**config.mk**
```make
export PLATFORM = sky130hd
export DESIGN_NAME = tm1638_key_reader
export DESIGN_NICKNAME = d
export VERILOG_FILES = /design/src/rtl/tm1638_key_reader.sv
export SDC_FILE = /design/constraint.sdc
export NUM_CORES = 1
export LEC_CHECK = 0
export ABC_AREA = 1
export CORE_MARGIN = 4
export CORE_UTILIZATION = 35
export CTS_CLUSTER_SIZE = 30
export DETAILED_ROUTE_END_ITERATION = 12
export SYNTH_ARGS = -nofsm -noshare
export SYNTH_HDL_FRONTEND = slang
export SYNTH_SLANG_ARGS = --single-unit
```
**constraint.sdc**
```tcl
create_clock -name clk -period 7.7 [get_ports clk]
set_clock_uncertainty 0.15 [all_clocks]
set_input_delay 1.54 -clock clk [delete_from_list [all_inputs] [get_ports clk]]
set_output_delay 1.54 -clock clk [all_outputs]
set_load 0.01 [all_outputs]
```
**src/rtl/tm1638_key_reader.sv**
```systemverilog
// tm1638_key_reader: reads the four key-scan bytes from a TM1638 over STB/CLK/DIO.
// A start request sends the read-key command LSB first, then releases DIO and
// clocks in 32 scan bits. After that it publishes the raw word and the decoded
// key vector, together with a one-cycle done pulse.
// Ports:
//   clk, rst       system clock (one tm_clk half-period per cycle), async active-high reset
//   start          scan request, honoured only when idle
//   dio_in         DIO pad readback
//   tm_clk, tm_stb TM1638 CLK and STB (STB active low)
//   dio_out/dio_oe DIO drive value and drive enable (0 = released, pulled up)
//   busy, done     transfer in progress / one-cycle completion pulse
//   raw, keys      32-bit scan word (byte0 in [7:0]) and 8 decoded keys
module tm1638_key_reader #(
   parameter logic [7:0]  CMD_READ    = 8'h42,
   parameter int unsigned WAIT_CYCLES = 2
) (
   input  logic        clk,
   input  logic        rst,
   input  logic        start,
   input  logic        dio_in,
   output logic        tm_clk,
   output logic        tm_stb,
   output logic        dio_out,
   output logic        dio_oe,
   output logic        busy,
   output logic        done,
   output logic [31:0] raw,
   output logic [7:0]  keys
);

   localparam int unsigned CMD_LAST  = 15;
   localparam int unsigned READ_LAST = 63;
   localparam int unsigned CNT_W     = ($clog2(WAIT_CYCLES) > 6) ? $clog2(WAIT_CYCLES) : 6;

   typedef enum logic [2:0] {
      S_IDLE,
      S_STB_LOW,
      S_CMD,
      S_TURN,
      S_READ,
      S_STB_HIGH
   } state_t;

   state_t             state_q, state_d;
   logic [CNT_W-1:0]   cnt_q, cnt_d;
   logic [31:0]        shift_q, shift_d;
   logic [31:0]        raw_q, raw_d;
   logic [7:0]         keys_q, keys_d;
   logic               tm_clk_q, tm_clk_d;
   logic               tm_stb_q, tm_stb_d;
   logic               dio_out_q, dio_out_d;
   logic               dio_oe_q, dio_oe_d;
   logic               busy_q, busy_d;
   logic               done_q, done_d;

   // State, counter, data and output registers.
   always_ff @(posedge clk or posedge rst) begin
      if (rst) begin
         state_q   <= S_IDLE;
         cnt_q     <= '0;
         shift_q   <= '0;
         raw_q     <= '0;
         keys_q    <= '0;
         tm_clk_q  <= 1'b1;
         tm_stb_q  <= 1'b1;
         dio_out_q <= 1'b1;
         dio_oe_q  <= 1'b0;
         busy_q    <= 1'b0;
         done_q    <= 1'b0;
      end else begin
         state_q   <= state_d;
         cnt_q     <= cnt_d;
         shift_q   <= shift_d;
         raw_q     <= raw_d;
         keys_q    <= keys_d;
         tm_clk_q  <= tm_clk_d;
         tm_stb_q  <= tm_stb_d;
         dio_out_q <= dio_out_d;
         dio_oe_q  <= dio_oe_d;
         busy_q    <= busy_d;
         done_q    <= done_d;
      end
   end

   // Next-state logic; outputs are then decoded from the next state so they
   // become registered values that line up with the state they belong to.
   always_comb begin
      state_d   = state_q;
      cnt_d     = cnt_q;
      shift_d   = shift_q;
      raw_d     = raw_q;
      keys_d    = keys_q;
      done_d    = 1'b0;
      tm_clk_d  = 1'b1;
      tm_stb_d  = 1'b1;
      dio_out_d = 1'b1;
      dio_oe_d  = 1'b0;
      busy_d    = 1'b0;

      case (state_q)
         S_IDLE: begin
            // The done cycle acts as a guard cycle, so back-to-back scans keep
            // STB high for at least two cycles.
            if (start && !done_q) begin
               state_d = S_STB_LOW;
               cnt_d   = '0;
            end
         end
         S_STB_LOW: begin
            state_d = S_CMD;
            cnt_d   = '0;
         end
         S_CMD: begin
            if (cnt_q == CNT_W'(CMD_LAST)) begin
               state_d = S_TURN;
               cnt_d   = '0;
            end else begin
               cnt_d = cnt_q + CNT_W'(1);
            end
         end
         S_TURN: begin
            if (cnt_q == CNT_W'(WAIT_CYCLES - 1)) begin
               state_d = S_READ;
               cnt_d   = '0;
            end else begin
               cnt_d = cnt_q + CNT_W'(1);
            end
         end
         S_READ: begin
            // Sample at the edge that ends the high phase of each bit.
            if (cnt_q[0]) begin
               shift_d[cnt_q[5:1]] = dio_in;
            end
            if (cnt_q == CNT_W'(READ_LAST)) begin
               state_d = S_STB_HIGH;
               cnt_d   = '0;
            end else begin
               cnt_d = cnt_q + CNT_W'(1);
            end
         end
         S_STB_HIGH: begin
            state_d = S_IDLE;
            raw_d   = shift_q;
            for (int i = 0; i < 4; i++) begin
               keys_d[i]     = shift_q[8*i];
               keys_d[i + 4] = shift_q[8*i + 4];
            end
            done_d = 1'b1;
         end
         default: state_d = S_IDLE;
      endcase

      // Pin values for the cycle entered at this edge.
      case (state_d)
         S_STB_LOW: begin
            tm_stb_d  = 1'b0;
            dio_oe_d  = 1'b1;
            dio_out_d = CMD_READ[0];
            busy_d    = 1'b1;
         end
         S_CMD: begin
            tm_stb_d  = 1'b0;
            tm_clk_d  = cnt_d[0];
            dio_oe_d  = 1'b1;
            dio_out_d = CMD_READ[cnt_d[3:1]];
            busy_d    = 1'b1;
         end
         S_TURN: begin
            tm_stb_d = 1'b0;
            busy_d   = 1'b1;
         end
         S_READ: begin
            tm_stb_d = 1'b0;
            tm_clk_d = cnt_d[0];
            busy_d   = 1'b1;
         end
         S_STB_HIGH: begin
            busy_d = 1'b1;
         end
         default: ;
      endcase
   end

   assign tm_clk  = tm_clk_q;
   assign tm_stb  = tm_stb_q;
   assign dio_out = dio_out_q;
   assign dio_oe  = dio_oe_q;
   assign busy    = busy_q;
   assign done    = done_q;
   assign raw     = raw_q;
   assign keys    = keys_q;

endmodule

```
Yosys cells after proc, flatten, opt, wreduce, memory -nomap -nowiden
Memories as Yosys holds them, arrays and structs flattened.
Index checks and enable logic that the tools add are counted.
{ "totals": {"ramBits": 0, "n_memories": 1, "register_bits": 87, "input_bits": 4, "romBits": 8, "latch_bits": 0, "wordCells": 62} }
{ "mem_list": {"columns": ["name", "words", "width", "rd", "rd_clocked_by_memory_dff", "wr", "line", "source"], "rows": [
  ["(no name shown)", 8, 1, 1, 0, 0, "165", "dio_out_d = CMD_READ[cnt_d[3:1]];"]
]} }
{ "op_classes": {"order_cmp": 3, "add_sub_neg": 1, "reduce_logical": 11, "n_div": 0, "n_eq_ne": 14, "shifts": 0, "mul": 0, "bitwise_logic": 0, "muxes": 20} }
{ "op_table": {"columns": ["operator", "count"], "rows": [
  ["32-bit bitwise mux", 1],
  ["6-bit one-hot mux with 5 select lines", 1],
  ["6-bit two-way mux", 4],
  ["3-bit one-hot mux with 5 select lines", 1],
  ["3-bit by 2-bit == test with 1-bit output, second input constant", 4],
  ["3-bit == test, second input constant", 4],
  ["3-bit two-way mux", 4],
  ["1-bit two-way mux", 7],
  ["6-bit by 1-bit adder with 6-bit output, second input constant", 1],
  ["3-bit by 1-bit == test with 1-bit output, second input constant", 2],
  ["6-bit by 1-bit == test with 1-bit output, second input constant", 1],
  ["6-bit by 4-bit == test with 1-bit output, second input constant", 1],
  ["6-bit == test, second input constant", 1],
  ["5-bit by 6-bit less-than comparator with 1-bit output, second input constant", 1],
  ["1-bit demux with 5-bit select", 1],
  ["5-bit by 1-bit >= comparator with 1-bit output, second input constant", 1],
  ["5-bit nonzero test", 1],
  ["5-bit OR reduction", 1],
  ["3-bit by 4-bit less-than comparator with 1-bit output, second input constant", 1],
  ["2-bit AND reduction", 2],
  ["2-bit OR reduction", 2],
  ["4-bit OR reduction", 1],
  ["3-bit zero test", 1],
  ["1-bit logical AND", 2],
  ["3 further kinds", 3]
]} }

Depth between registers and ports, before layout
Gate-level depths: netlist (run 1).
{ "depth": {"word_depth": 7, "ltp_mapped": 12, "mapped_depth_nobuf": 12} }

Worst setup path after synthesis (run 1)
Ideal clock, no wire load.
{ "synth_path": {"path_type": "in2reg", "start": "input port start", "end": "register dio_out_q (netlist: dio_out)", "t_required_ns": 7.474, "cell_stages": 9, "path_slack_ns": 5.333, "n_path_buf": 0, "setup_time_ns": 0.076, "arrival_time_ns": 2.141, "cell_sequence": "nand2_1 nand3_1 nand2_1 nand2_1 nand4_1 nor2_1 nor2_1 nand2_1 nand2_1"} }
{ "synth_between": {"elab_chain_len": 6, "elab_cells_between_ends": 10, "cone_classes": "eq/ne: 2; mux: 6; reduce/logical: 1; memory: 1"} }
{ "synth_lines": {"columns": ["item", "line", "source"], "rows": [
  ["from (decl)", "19", "input logic start,"],
  ["1-bit logical AND", "104", "if (start && !done_q) begin"],
  ["6-bit two-way mux", "104", null],
  ["6-bit one-hot mux with 5 select lines", "100", "case (state_q)"],
  ["via cnt_d[1]", "45", "logic [CNT_W-1:0] cnt_q, cnt_d;"],
  ["memory read 8 x 1 bit", null, null],
  ["1-bit two-way mux (implied by the code)", "165", null],
  ["1-bit one-hot mux with 2 select lines", "154", "case (state_d)"],
  ["via dio_out_d", "51", "logic dio_out_q, dio_out_d;"],
  ["to (signal assigned)", "78", "dio_out_q <= dio_out_d;"],
  ["to (decl)", "51", null]
]} }
The timed path passes the listed nets, and every way through them passes these cells. The select of a mux whose other input is x is not followed.
A chain may end at the register's enable or synchronous reset.

Final worst setup path (run 1)
{ "layout_path": {"start": "register dio_out_q (netlist: dio_out)", "end": "output port dio_out"} }
{ "layout_lines": {"columns": ["item", "line", "source"], "rows": [
  ["to (decl)", "23", "output logic dio_out,"]
]} }
No word-level cell between the ends.

==> results of run 1 <==
metrics by stage:
stage | power (W) | setup WS, ns
2_1_floorplan | 0.000440 | 3.99
6_report | 0.000722 | 4.61
4_1_cts | 0.000730 | 4.59
5_1_grt | 0.000752 | 4.55
3_5_place_dp | 0.000447 | 4.56
3_3_place_gp | 0.000446 | 4.59
placed cells by master, fill, tap and decap left out, types with 3 or more instances in the layout:
cell and n:
clkdlybuf4s50_1 49, nor3_1 6, nand2_1 121, nor3_4 3, nor2_1 16, a21oi_1 35
inv_1 26, dfstp_2 3, a31oi_1 31, nand4_1 5, clkinv_4 3, dfrtp_1 76
nand3_1 19, o21ai_0 4, nand2_2 3, clkbuf_8 9
metal layers:
layer,vias up,global-route usage [%],wire [µm]
li1,1341,-,-
met1,1241,18.8,3540
met2,62,21.1,3290
met3,5,3.78,424
met4,0,4.11,76
met5,-,0,0
registers in the layout (all words and copies together) (netlist names):
name     count
tm_stb       1
raw         32
tm_clk       1
shift_q     32
dio_oe       1
state_q      3
cnt_q        6
done         1
busy         1
dio_out      1
layout make-up:
class | instances | area [µm²] | share of cell area (%)
clock inverters | 7 | 57.6 | 1.38
multi-input cells | 253 | 1220 | 29.4
flip-flops and latches | 79 | 1980 | 47.6
clock buffers | 9 | 124 | 2.98
repair buffers | 51 | 505 | 12.2
inverters | 28 | 106 | 2.56
well taps | 129 | 161 | 3.88
power by group:
group / internal, W / switching (W) / leakage, nW
sequential: 0.000419 / 0.00000240 / 0.940
combinational: 0.00000421 / 0.0000123 / 0.899
clock: 0.000120 / 0.000164 / 0.0873
worst min path at each step:
stage / startpoint / end / cells past startpoint
final: raw[14] / raw[14] / 2
after global routing: shift_q[14] / raw[14] / 2
after CTS: raw[14] / raw[14] / 2
after detailed placement: raw[14] / raw[14] / 2
after global placement: raw[30] / raw[30] / 2
after floorplan: shift_q[3] / raw[3] / 2
logic make-up (layout without fill, tap and decap cells):
kind of cell    after synthesis  count (layout)  synth area share [%]
compound gates               72              72                  11.7
fa+ha+maj                     2               2                 0.725
buf+inv                      51              95                  7.25
flops                        79              79                  57.4
simple gates                179             179                  23.0
==> impl_metrics.py, run 1 <==
metrics = {
    "clock_tree": {
        "cts_setup_buffers": 0,
        "cts_resized": 0,
        "clock-sinks": 79,
        "cts_hold_buf": 0,
        "clock_path_buffers": 2,
        "cts_made_buffers": 9,
        "h-tree-depth": 3,
        "clk_latency_ns": 0.34,
        "cts_tree": "built",
        "root_buffer": "clkbuf_8",
        "path_clk_slew_ns": 0.09,
    },
    "die": {
        "initial_core_util_pct": 36.7,
        "dieArea_um2": 11500,
        "die_x_um": 107,
        "boundaryPins": 50,
        "design.core.area_um2": 9420,
        "die_h_um": 107,
        "rows": 35,
    },
    "global_route": {
        "grt_max_degree": 80,
        "grt_pass1_vias": 2582,
        "antenna_found_initial": 0,
        "grt_overflow": 0,
        "grt_pass1_wl_um": 12700,
        "track_usage_pct": 13.7,
    },
    "setup_path": {
        "critPathKind": "reg2out",
        "worstPathArrival_ns": 1.40,
        "crit_path_max_fanout": 1,
        "r2r_start": "cnt_q[1]",
        "r2r_slack_ns": 5.72,
        "cpMaxStageDelayCell": "clkdlybuf4s50_1",
        "cp.depth": 1,
        "critPathLaunch": "dio_out",
        "cp.required_ns": 6.01,
        "worst-path-buf-inv": 1,
        "endpoint": "dio_out",
        "start_kind": "flip-flop",
        "r2r_end": "dio_out",
        "critical_path.cell_chain": "clkdlybuf4s50_1",
        "reg2reg_depth": 11,
        "crit_path_end_kind": "output port",
        "path_delay_family": "buffers and inverters",
        "critPathMaxStageDelay_ns": 0.53,
    },
    "synthesis": {
        "syn_area_um2": 3450,
        "ys_dominant_reg_cell": "dfrtp_1",
        "synth_fp_nets": 389,
        "synth.area.top_cells": "dfrtp_1 (55%), nand2_1 (13%), a31oi_1 (5.6%), a21oi_1 (5.1%), inv_1 (2.9%)",
        "synthCells": 383,
        "avgSynthCellArea_um2": 9.01,
        "async_reset_ff_share_pct": 100,
        "ys_ff_latch": 79,
        "yosys_warnings": 0,
        "yosysMostFrequentCell": "nand2_1",
        "synth_largest_area_cell": "dfrtp_1",
        "synth-edff-count": 0,
        "yosysTopAreaCellShare_pct": 55.1,
        "seq_area_frac_synth_pct": 57.4,
        "ys_types": 25,
        "synth_common_cells": "nand2_1 (121), dfrtp_1 (76), a21oi_1 (35)",
    },
    "power": {
        "p_leak_nw": 1.93,
        "powerDensity_nw_per_um2": 174,
        "vdd_ir_drop_max_v": 0.0000888,
    },
    "cells_and_area": {
        "fin_area_um2": 4160,
        "final.fill_count": 951,
        "final_cell_count_no_fill": 556,
        "num_antenna_cells": 0,
        "final_util_pct": 44.2,
        "area_delta_synth_final_pct": 20.5,
        "drive_gt1_share_pct": 8.20,
        "nNetsFinal": 428,
    },
    "detailed_routing": {
        "drt_iter0_drc": 141,
        "ant_nets": 0,
        "totalWireLength_um": 7340,
        "drc": 0,
        "dr.pass1.iters": 4,
        "vias_per_cell": 4.76,
        "wl_per_cell_um": 13.2,
        "vias": 2649,
    },
    "sta": {
        "slew_headroom_pct": 33.4,
        "fin_crit_sh_pct": 40.1,
        "final.setup.tns_ns": 0,
        "rsz0062_at_grt": "no",
        "setup_viol": 0,
        "period_needed_ns": 3.09,
        "hold_violations": 0,
        "holdWs_ns": 0.324,
        "slew_viol_final": 0,
        "max_freq_mhz": 324,
        "tightest_slew_ns": 0.999,
    },
    "status": {
        "status": "finished clean",
    },
    "place": {
        "dp_cells": 540,
        "dpl_cell_area_um2": 3980,
        "gp_congestion": 0.860,
        "numPortBuffers": 49,
        "dpl.hpwl_um": 4880,
    },
    "job": {
        "drv_cap": 0,
    },
    "hold_path": {
        "hold_path.class": "reg2reg",
    },
}
(Power assumes the default switching activity.)
==> run 2, diff against run 1 <==
==> constraint.sdc (replaced) <==
create_clock -name clk -period 2.6 [get_ports clk]
set_clock_uncertainty 0.15 [all_clocks]
set_input_delay 0.52 -clock clk [delete_from_list [all_inputs] [get_ports clk]]
set_output_delay 0.52 -clock clk [all_outputs]
set_load 0.01 [all_outputs]
==> run 2 against run 1 <==
Against the previous run:
- final cell count grew 1.1%
- routed wire length grew 1.3%
- worst setup slack lost 4.1 ns
- utilization grew 0.89 points
- register-to-register slack lost 5.1 ns
- sequential share of layout area shrank 0.94 points
- first-iteration DRC count shrank 12%
- design area grew 2.0%
- clock-buffer cell count grew 1
- critical endpoint is now tm_clk
==> impl_metrics.py, run 2 (same netlist as run 1, synthesis figures left out) <==
metrics = {
    "detailed_routing": {
        "vias": 2658,
        "drc": 0,
        "vias_per_cell": 4.73,
        "wl_per_cell_um": 13.2,
        "drt_iter0_drc": 124,
        "totalWireLength_um": 7440,
        "ant_nets": 0,
        "dr.pass1.iters": 4,
    },
    "hold_path": {
        "min_to": "raw[29]",
        "hold_start": "raw[29]",
        "hold_path.class": "reg2reg",
        "min_path_cells": 2,
    },
    "sta": {
        "hold_violations": 0,
        "slew_headroom_pct": 45.5,
        "fin_crit_sh_pct": 79.7,
        "slew_viol_final": 0,
        "setup_ws_ns": 0.528,
        "setup_viol": 0,
        "period_needed_ns": 2.07,
        "tightest_slew_ns": 0.812,
        "final.setup.tns_ns": 0,
        "holdWs_ns": 0.326,
        "max_freq_mhz": 483,
        "rsz0062_at_grt": "no",
    },
    "setup_path": {
        "cp.required_ns": 1.93,
        "cpMaxStageDelayCell": "clkdlybuf4s50_1",
        "critPathLaunch": "tm_clk",
        "critPathMaxStageDelay_ns": 0.53,
        "path_delay_family": "buffers and inverters",
        "critPathKind": "reg2out",
        "r2r_start": "cnt_q[1]",
        "r2r_end": "dio_out",
        "crit_path_max_fanout": 1,
        "reg2reg_depth": 11,
        "worst-path-buf-inv": 1,
        "cp.depth": 1,
        "r2r_slack_ns": 0.62,
        "critical_path.cell_chain": "clkdlybuf4s50_1",
        "crit_path_end_kind": "output port",
        "start_kind": "flip-flop",
        "worstPathArrival_ns": 1.40,
    },
    "cells_and_area": {
        "multi_input_area_um2": 1220,
        "area_delta_synth_final_pct": 22.9,
        "final_cell_mix": "nand2_1 (121), dfrtp_1 (76), clkdlybuf4s50_1 (49), a21oi_1 (35), a31oi_1 (31)",
        "drive_gt1_share_pct": 9.47,
        "seq_area_um2": 1980,
        "final_util_pct": 45.0,
        "final.fill_count": 959,
        "final_common_cell": "nand2_1",
        "nNetsFinal": 434,
        "num_antenna_cells": 0,
    },
    "die": {
        "die_x_um": 107,
        "design.core.area_um2": 9420,
        "dieArea_um2": 11500,
        "initial_core_util_pct": 36.7,
        "rows": 35,
        "die_h_um": 107,
        "boundaryPins": 50,
    },
    "clock_tree": {
        "clock-sinks": 79,
        "cts_tree": "built",
        "clk_latency_ns": 0.36,
        "cts_hold_buf": 0,
        "h-tree-depth": 3,
        "cts_setup_buffers": 0,
        "cts_made_buffers": 9,
        "cts_resized": 0,
        "path_clk_slew_ns": 0.08,
        "root_buffer": "clkbuf_8",
        "clock_path_buffers": 2,
    },
    "place": {
        "dpl.hpwl_um": 5000,
        "gp_congestion": 0.841,
        "numPortBuffers": 49,
        "pre_cts_ws_ns": 0.619,
    },
    "power": {
        "vdd_ir_drop_max_v": 0.000308,
        "p_leak_nw": 1.97,
        "total_power_w": 0.00224,
        "powerDensity_nw_per_um2": 528,
    },
    "global_route": {
        "grt_pass1_wl_um": 12800,
        "antenna_found_initial": 0,
        "grt_overflow": 0,
        "grt_max_degree": 33,
        "track_usage_pct": 13.9,
        "grt_pass1_vias": 2646,
    },
    "status": {
        "status": "finished clean",
    },
    "job": {
        "drv_cap": 0,
    },
}
## run 2: worst reg2reg max path, cell delays in order (launching register included)
cell	delay, ns
dfrtp_1	0.56
inv_1	0.16
ha_1	0.20
nand3_1	0.14
nand2_1	0.17
nand3_1	0.14
nand2_1	0.11
nand2_2	0.08
nor2_1	0.04
nor2_1	0.07
nand2_1	0.05
nand2_1	0.05
## run 2: report_power, final
part           internal, W  leakage, nW  switching [W]   total, W
Clock             0.000473       0.0989       0.000466   0.000939
Sequential         0.00124        0.940     0.00000692    0.00125
Combinational    0.0000176        0.928      0.0000384  0.0000560
## run 2: area by class of cell
class / count / share of cell area [%]
Sequential cell: 79 / 46.7
Inverter: 28 / 2.57
Clock inverter: 6 / 1.59
Multi-Input combinational cell: 253 / 28.8
Tap cell: 129 / 3.81
Timing Repair Buffer: 57 / 13.3
Clock buffer: 10 / 3.24
## run 2: worst max-delay path by stage
stage	endpoint	slack (ns)
final	tm_clk	0.53
after global routing	dio_out	0.47
after CTS	tm_clk	0.50
after detailed placement	dio_out	0.62
after global placement	dio_out	0.64
after floorplan	dio_out	0.90
## run 2: per-layer routing
layer | up-vias | global-route usage (%) | share of wire (%)
li1 | 1341 | - | -
met1 | 1260 | 18.9 | 50
met2 | 48 | 21.4 | 44
met3 | 9 | 3.00 | 4.9
met4 | 0 | 6.03 | 1.4
met5 | - | 0 | 0
## run 2: through the flow
stage | instance area, µm² | instances
after global routing | 4240 | 562
after detailed placement | 4040 | 546
after global placement | 4040 | 546
after floorplan | 3450 | 383
final | 4240 | 562
after CTS | 4240 | 562
